--- src/rtl/sram_arb_pkg.sv ---
// sram_arb_pkg: shared types and default widths
// for the single-port SRAM port arbiter.
package sram_arb_pkg;

  typedef enum logic {
    GNT_WR = 1'b0,
    GNT_RD = 1'b1
  } gnt_e;

  localparam int SRAM_RD_LATENCY = 1;

  localparam int DEF_DATA_WIDTH = 64;
  localparam int DEF_ADDR_WIDTH = 9;
  localparam int DEF_RSP_DEPTH  = 2;
  localparam int DEF_CNT_WIDTH  = 2;

endpackage

--- src/rtl/arb_rsp_fifo.sv ---
// arb_rsp_fifo: small register FIFO holding SRAM
// read data until the read consumer takes it.
module arb_rsp_fifo
  import sram_arb_pkg::*;
#(
  parameter int DATA_WIDTH = DEF_DATA_WIDTH,
  parameter int RSP_DEPTH  = DEF_RSP_DEPTH
) (
  input  logic                  clk,
  input  logic                  rst_n,
  input  logic                  clr_i,
  input  logic                  push_i,
  input  logic [DATA_WIDTH-1:0] push_data_i,
  input  logic                  pop_i,
  output logic [DATA_WIDTH-1:0] pop_data_o,
  output logic                  full_o,
  output logic                  empty_o
);

  localparam int PW = (RSP_DEPTH > 1) ? $clog2(RSP_DEPTH) : 1;
  localparam int CW = $clog2(RSP_DEPTH + 1);

  logic [DATA_WIDTH-1:0] mem_q [RSP_DEPTH];
  logic [PW-1:0]         wr_q, wr_d;
  logic [PW-1:0]         rd_q, rd_d;
  logic [CW-1:0]         cnt_q, cnt_d;

  function automatic logic [PW-1:0] inc(
    input logic [PW-1:0] p
  );
    return (p == PW'(RSP_DEPTH - 1)) ? '0 : p + PW'(1);
  endfunction

  assign full_o     = (cnt_q == CW'(RSP_DEPTH));
  assign empty_o    = (cnt_q == '0);
  assign pop_data_o = mem_q[rd_q];

  // Pointer and occupancy update; push+pop keeps count.
  always_comb begin
    wr_d  = wr_q;
    rd_d  = rd_q;
    cnt_d = cnt_q;
    if (clr_i) begin
      wr_d  = '0;
      rd_d  = '0;
      cnt_d = '0;
    end else begin
      if (push_i) wr_d = inc(wr_q);
      if (pop_i)  rd_d = inc(rd_q);
      unique case ({push_i, pop_i})
        2'b10:   cnt_d = cnt_q + CW'(1);
        2'b01:   cnt_d = cnt_q - CW'(1);
        default: ;
      endcase
    end
  end

  // Storage and pointer registers.
  always_ff @(posedge clk or negedge rst_n) begin
    if (!rst_n) begin
      wr_q  <= '0;
      rd_q  <= '0;
      cnt_q <= '0;
      for (int i = 0; i < RSP_DEPTH; i++) begin
        mem_q[i] <= '0;
      end
    end else begin
      wr_q  <= wr_d;
      rd_q  <= rd_d;
      cnt_q <= cnt_d;
      if (push_i && !clr_i) mem_q[wr_q] <= push_data_i;
    end
  end

endmodule

--- src/rtl/sram_sp_port_arbiter.sv ---
// sram_sp_port_arbiter: round-robin sharing of one
// single-port SRAM between write and read scanners.
module sram_sp_port_arbiter
  import sram_arb_pkg::*;
#(
  parameter int DATA_WIDTH = DEF_DATA_WIDTH,
  parameter int ADDR_WIDTH = DEF_ADDR_WIDTH,
  parameter int RSP_DEPTH  = DEF_RSP_DEPTH,
  parameter int CNT_WIDTH  = DEF_CNT_WIDTH
) (
  input  logic                  clk,
  input  logic                  rst_n,
  input  logic                  clk_en,
  input  logic                  flush,
  input  logic [ADDR_WIDTH-1:0] wr_addr,
  input  logic [DATA_WIDTH-1:0] wr_data,
  input  logic                  wr_valid,
  output logic                  wr_ready,
  input  logic [ADDR_WIDTH-1:0] rd_addr,
  input  logic                  rd_valid,
  output logic                  rd_ready,
  output logic [DATA_WIDTH-1:0] rsp_data,
  output logic                  rsp_valid,
  input  logic                  rsp_ready,
  output logic [ADDR_WIDTH-1:0] addr_to_mem,
  output logic [DATA_WIDTH-1:0] data_to_mem,
  output logic                  wen_to_mem,
  output logic                  ren_to_mem,
  input  logic [DATA_WIDTH-1:0] data_from_mem
);

  localparam int L = SRAM_RD_LATENCY;

  gnt_e                 last_gnt_q, last_gnt_d;
  logic [L-1:0]         rd_pipe_q, rd_pipe_d;
  logic [CNT_WIDTH-1:0] credit_q, credit_d;
  logic                 active_q, active_d;

  logic en, can_rd, can_wr;
  logic gnt_wr, gnt_rd;
  logic push, pop, clr;
  logic fifo_full, fifo_empty;

  assign en     = clk_en & ~flush & active_q;
  assign can_rd = rd_valid &
                  (credit_q < CNT_WIDTH'(RSP_DEPTH));
  assign can_wr = wr_valid;
  assign gnt_wr = en & can_wr &
                  (~can_rd | (last_gnt_q == GNT_RD));
  assign gnt_rd = en & can_rd &
                  (~can_wr | (last_gnt_q == GNT_WR));

  assign rsp_valid = ~fifo_empty;
  assign clr       = clk_en & flush;
  assign pop       = clk_en & ~flush &
                     rsp_valid & rsp_ready;
  assign push      = clk_en & ~flush &
                     rd_pipe_q[L-1] & (~fifo_full | pop);

  // Drive the macro from whichever side won.
  always_comb begin
    wr_ready    = 1'b0;
    rd_ready    = 1'b0;
    wen_to_mem  = 1'b0;
    ren_to_mem  = 1'b0;
    addr_to_mem = '0;
    data_to_mem = '0;
    unique case (1'b1)
      gnt_wr: begin
        wr_ready    = 1'b1;
        wen_to_mem  = 1'b1;
        addr_to_mem = wr_addr;
        data_to_mem = wr_data;
      end
      gnt_rd: begin
        rd_ready    = 1'b1;
        ren_to_mem  = 1'b1;
        addr_to_mem = rd_addr;
      end
      default: ;
    endcase
  end

  // Next state: priority, read pipe, credit, active.
  always_comb begin
    last_gnt_d = last_gnt_q;
    rd_pipe_d  = rd_pipe_q;
    credit_d   = credit_q;
    active_d   = active_q;
    if (clk_en) begin
      active_d = 1'b1;
      if (flush) begin
        last_gnt_d = GNT_RD;
        rd_pipe_d  = '0;
        credit_d   = '0;
      end else begin
        rd_pipe_d = (rd_pipe_q << 1) | L'(gnt_rd);
        if (gnt_wr) last_gnt_d = GNT_WR;
        if (gnt_rd) last_gnt_d = GNT_RD;
        unique case ({gnt_rd, pop})
          2'b10:   credit_d = credit_q + CNT_WIDTH'(1);
          2'b01:   credit_d = credit_q - CNT_WIDTH'(1);
          default: ;
        endcase
      end
    end
  end

  // State registers; reset lets write win first.
  always_ff @(posedge clk or negedge rst_n) begin
    if (!rst_n) begin
      last_gnt_q <= GNT_RD;
      rd_pipe_q  <= '0;
      credit_q   <= '0;
      active_q   <= 1'b0;
    end else begin
      last_gnt_q <= last_gnt_d;
      rd_pipe_q  <= rd_pipe_d;
      credit_q   <= credit_d;
      active_q   <= active_d;
    end
  end

  arb_rsp_fifo #(
    .DATA_WIDTH(DATA_WIDTH),
    .RSP_DEPTH (RSP_DEPTH)
  ) u_rsp_fifo (
    .clk        (clk),
    .rst_n      (rst_n),
    .clr_i      (clr),
    .push_i     (push),
    .push_data_i(data_from_mem),
    .pop_i      (pop),
    .pop_data_o (rsp_data),
    .full_o     (fifo_full),
    .empty_o    (fifo_empty)
  );

endmodule

--- config.mk ---
export PLATFORM = sky130hd
export DESIGN_NAME = sram_sp_port_arbiter
export DESIGN_NICKNAME = d
export VERILOG_FILES = /design/src/rtl/sram_arb_pkg.sv /design/src/rtl/arb_rsp_fifo.sv /design/src/rtl/sram_sp_port_arbiter.sv
export SDC_FILE = /design/constraint.sdc
export NUM_CORES = 1
export LEC_CHECK = 0
export CORE_UTILIZATION = 25
export DETAILED_ROUTE_END_ITERATION = 10
export PLACE_DENSITY = 0.62
export SYNTH_ARGS = -nofsm -noshare
export SYNTH_HDL_FRONTEND = slang
export SYNTH_SLANG_ARGS = --single-unit
--- constraint.sdc ---
create_clock -name clk -period 2.45 [get_ports clk]
set_input_delay 0.49 -clock clk [delete_from_list [all_inputs] [get_ports clk]]
set_output_delay 0.49 -clock clk [all_outputs]
set_load 0.01 [all_outputs]
==> results.sh <==
export IMPL_path_class="in2out"
export IMPL_rsz0062_at_grt="true"
export IMPL_avgSynthCellArea_um2=13.89
export IMPL_crit_required_ps=1960
export IMPL_tightest_slew_ps=552.8
export IMPL_yosys_warnings=0
export IMPL_power_frac_seq=0.354
export IMPL_maxCapViolations=0
export IMPL_fin_crit_ps=2446
export IMPL_ys_seq_elements=137
export IMPL_vias=5056
export IMPL_die_area_um2=28270
export IMPL_antenna_found_initial=0
export IMPL_holdWs_ps=488.3
export IMPL_clkTransAtPathRegs_ps=60
export IMPL_place_congestion=0.7461
export IMPL_power_total_mw=9.687
export IMPL_drt_iter0_drc=207
export IMPL_portBuffers=294
export IMPL_synth_top_area_frac=0.4931
export IMPL_die_width_um=168.2
export IMPL_start_util=0.2554
export IMPL_ant_nets=0
export IMPL_run_status="finished, final reports clean"
export IMPL_synthDistinctLibCells=42
export IMPL_leakage_nw=5.597
export IMPL_intPower_mw=6.915
export IMPL_vias_per_cell=4.325
export IMPL_grt_ovfl_total=0
export IMPL_period_share=0.9984
export IMPL_hold_depth=1
export IMPL_hp_class="reg2reg"
export IMPL_p_sw_frac=0.2862
export IMPL_syn_to_final_growth_pct=63.83
export IMPL_endpoint_kind="output pin"
export IMPL_synth_area_leader_cell="dfrtp_1"
export IMPL_synth_cells=497
export IMPL_setup_tns_ps=0
export IMPL_post_drt_wl_per_cell_um=16.60
export IMPL_drv_slew=0
export IMPL_nFillCells=2544
export IMPL_crit_fanout=6
export IMPL_synth_nets=650
export IMPL_cts_tree="done"
export IMPL_power_frac_clock=0.265
export IMPL_startpoint_type="input pin"
export IMPL_grt_max_degree=48
export IMPL_ir_worst_vdd_mv=0.4211
export IMPL_powerDensity_nw_per_um2=856.7
export IMPL_numCtsBuffers=17
export IMPL_grt_usage=0.1361
export IMPL_finalWirelength_um=19410
export IMPL_clk_path_buf_depth=2
export IMPL_insertion_delay_ps=410
export IMPL_combinationalPowerShare=0.381
export IMPL_pre_cts_ws_ps=-400.9
export IMPL_antenna_cells=0
export IMPL_drive_gt1_frac=0.4336
export IMPL_finalSetupViolCount=0
export IMPL_rows=60
export IMPL_hold_viol=0
export IMPL_seq_area_frac_synth=0.4969
export IMPL_ctsRootBufferMaster="clkbuf_16"
export IMPL_postLayoutSetupSlackWorst_ps=3.817
export IMPL_core_um2=27030
export IMPL_ios=295
export IMPL_netlist_area_um2=6902
export IMPL_synth_area_leaders="dfrtp_1 49%, mux2_2 21%, mux2_4 13%"
export IMPL_grt_pass1_wl_um=29700
export IMPL_drc_errors=0
export IMPL_cts_sinks=137
export IMPL_reg2reg_depth=5
export IMPL_fmax_ghz=0.4088
export IMPL_grt_pass1_vias=5472
export IMPL_dp_hpwl_um=12910
export IMPL_skew_ps=8.230
export IMPL_power_switching_mw=2.773
export IMPL_arrival_ps=1960
export IMPL_nNetsFinal=968
export IMPL_slew_headroom=0.6276
export IMPL_firstDrtPassIters=6
export IMPL_htreeDepth=4
export IMPL_die_h_um=168.2
[power by group through the flow]
stage	registers, mW	logic (mW)	clock network [mW]
floorplan	3.35	1.98	0
global placement	3.45	3.83	0
detailed placement	3.46	3.85	0
CTS	3.43	3.79	2.68
global route	3.54	3.97	2.78
finish	3.43	3.69	2.57
[placed cells by master (no fill, tap or decap), types with 8 or more instances in the layout]
master,n
clkdlybuf4s50_1,161
dfrtp_1,135
mux2_2,128
mux2_4,60
buf_6,41
dlygate4sd2_1,38
dlymetal6s2s_1,38
and2_4,37
and2_1,28
clkbuf_16,19
buf_4,17
nor2_1,13
buf_12,11
buf_2,9
a22oi_2,8
[flip-flops by register name, indices dropped and copies added, names as in the netlist]
name / cells
u_rsp_fifo.mem_q: 128
active_q: 1
last_gnt_q: 1
u_rsp_fifo.wr_q: 1
rd_pipe_q: 1
u_rsp_fifo.cnt_q: 2
credit_q: 2
u_rsp_fifo.rd_q: 1
[kinds of logic (layout without fill, tap and decap cells)]
kind of cell,count (synthesis),after routing,synth area share
AOI/OAI and AO/OA,29,29,0.02973
and+or+nand+nor,98,98,0.08630
buffers and inverters,39,370,0.03861
muxes,192,192,0.3459
DFF,137,137,0.4969
xor gates and xnor gates,2,2,0.002539
[worst max-delay path: stages]
cell	delay (ps)
clkdlybuf4s50_1	480
o311a_1	190
nor2b_4	200
buf_6	140
buf_6	120
buf_16	110
and2_4	140
buf_6	90
[layout make-up]
type | count | area (um2) | area share
Timing Repair Buffer | 332 | 3495 | 0.3091
Sequential cell | 137 | 3431 | 0.3034
Inverter | 6 | 22.52 | 0.001992
Clock inverter | 13 | 133.9 | 0.01184
Clock buffer | 19 | 452.9 | 0.04006
Tap cell | 341 | 426.7 | 0.03773
Multi-Input combinational cell | 321 | 3346 | 0.2959
[stage by stage]
step                utilization  std cells  area, um2
global placement         0.3823       1124      10330
CTS                      0.4031       1168      10900
finish                   0.4184       1169      11310
detailed placement       0.3823       1124      10330
global route             0.4184       1169      11310
floorplan                     -        497       6902
[cells in the mapped netlist]
cell / count
or2_2: 1
nor2b_1: 4
a211oi_1: 1
a31oi_1: 2
and3b_1: 2
nor2_4: 1
o311a_1: 1
and3_1: 1
nand4_1: 1
buf_12: 5
nand2b_4: 1
mux2_1: 4
a21o_1: 1
a21oi_1: 3
clkbuf_1: 17
o31ai_1: 1
nor2_1: 13
a211o_1: 2
and2_1: 65
or2_4: 1
nor3_1: 1
o22ai_1: 2
o21ai_0: 4
nand2b_1: 1
and2b_1: 1
nand3b_1: 1
dfstp_2: 1
nand2_1: 3
dfrtp_1: 136
nor3b_1: 1
a311o_1: 1
xor2_1: 1
buf_4: 2
o311ai_0: 1
buf_8: 2
o22a_1: 1
mux2_4: 60
mux2_2: 128
inv_1: 6
a22oi_1: 9
buf_2: 7
xnor2_1: 1
[what timing repair did]
item	CTS	global route
resized for setup	251	124
buffers inserted	7	2
hold buffers	1	0
endpoints found under the setup margin	91	109
pin swaps	2	27
hold endpoints to repair	20	0
gates cloned	4	2
[path summary, 6_finish.rpt]
path / startpoint / end / slack [ps]
setup / recovery: wr_valid / data_to_mem[50] / 4
hold / removal: u_rsp_fifo.mem_q[65] / u_rsp_fifo.mem_q[65] / 490
setup reg to reg: u_rsp_fifo.cnt_q[0] / u_rsp_fifo.mem_q[19] / 640
hold reg to reg: u_rsp_fifo.mem_q[65] / u_rsp_fifo.mem_q[65] / 490
max in group asynchronous: rst_n / u_rsp_fifo.rd_q / 1210
min in group asynchronous: rst_n / u_rsp_fifo.mem_q[99] / 580
[per-layer routing]
| metal | global-route usage | share of wire |
|---|---|---|
| met1 | 0.1594 | 0.42 |
| met2 | 0.2404 | 0.51 |
| met3 | 0.04114 | 0.055 |
| met4 | 0.03715 | 0.011 |
| met5 | 0 | 0 |
(Power assumes the default switching activity.)
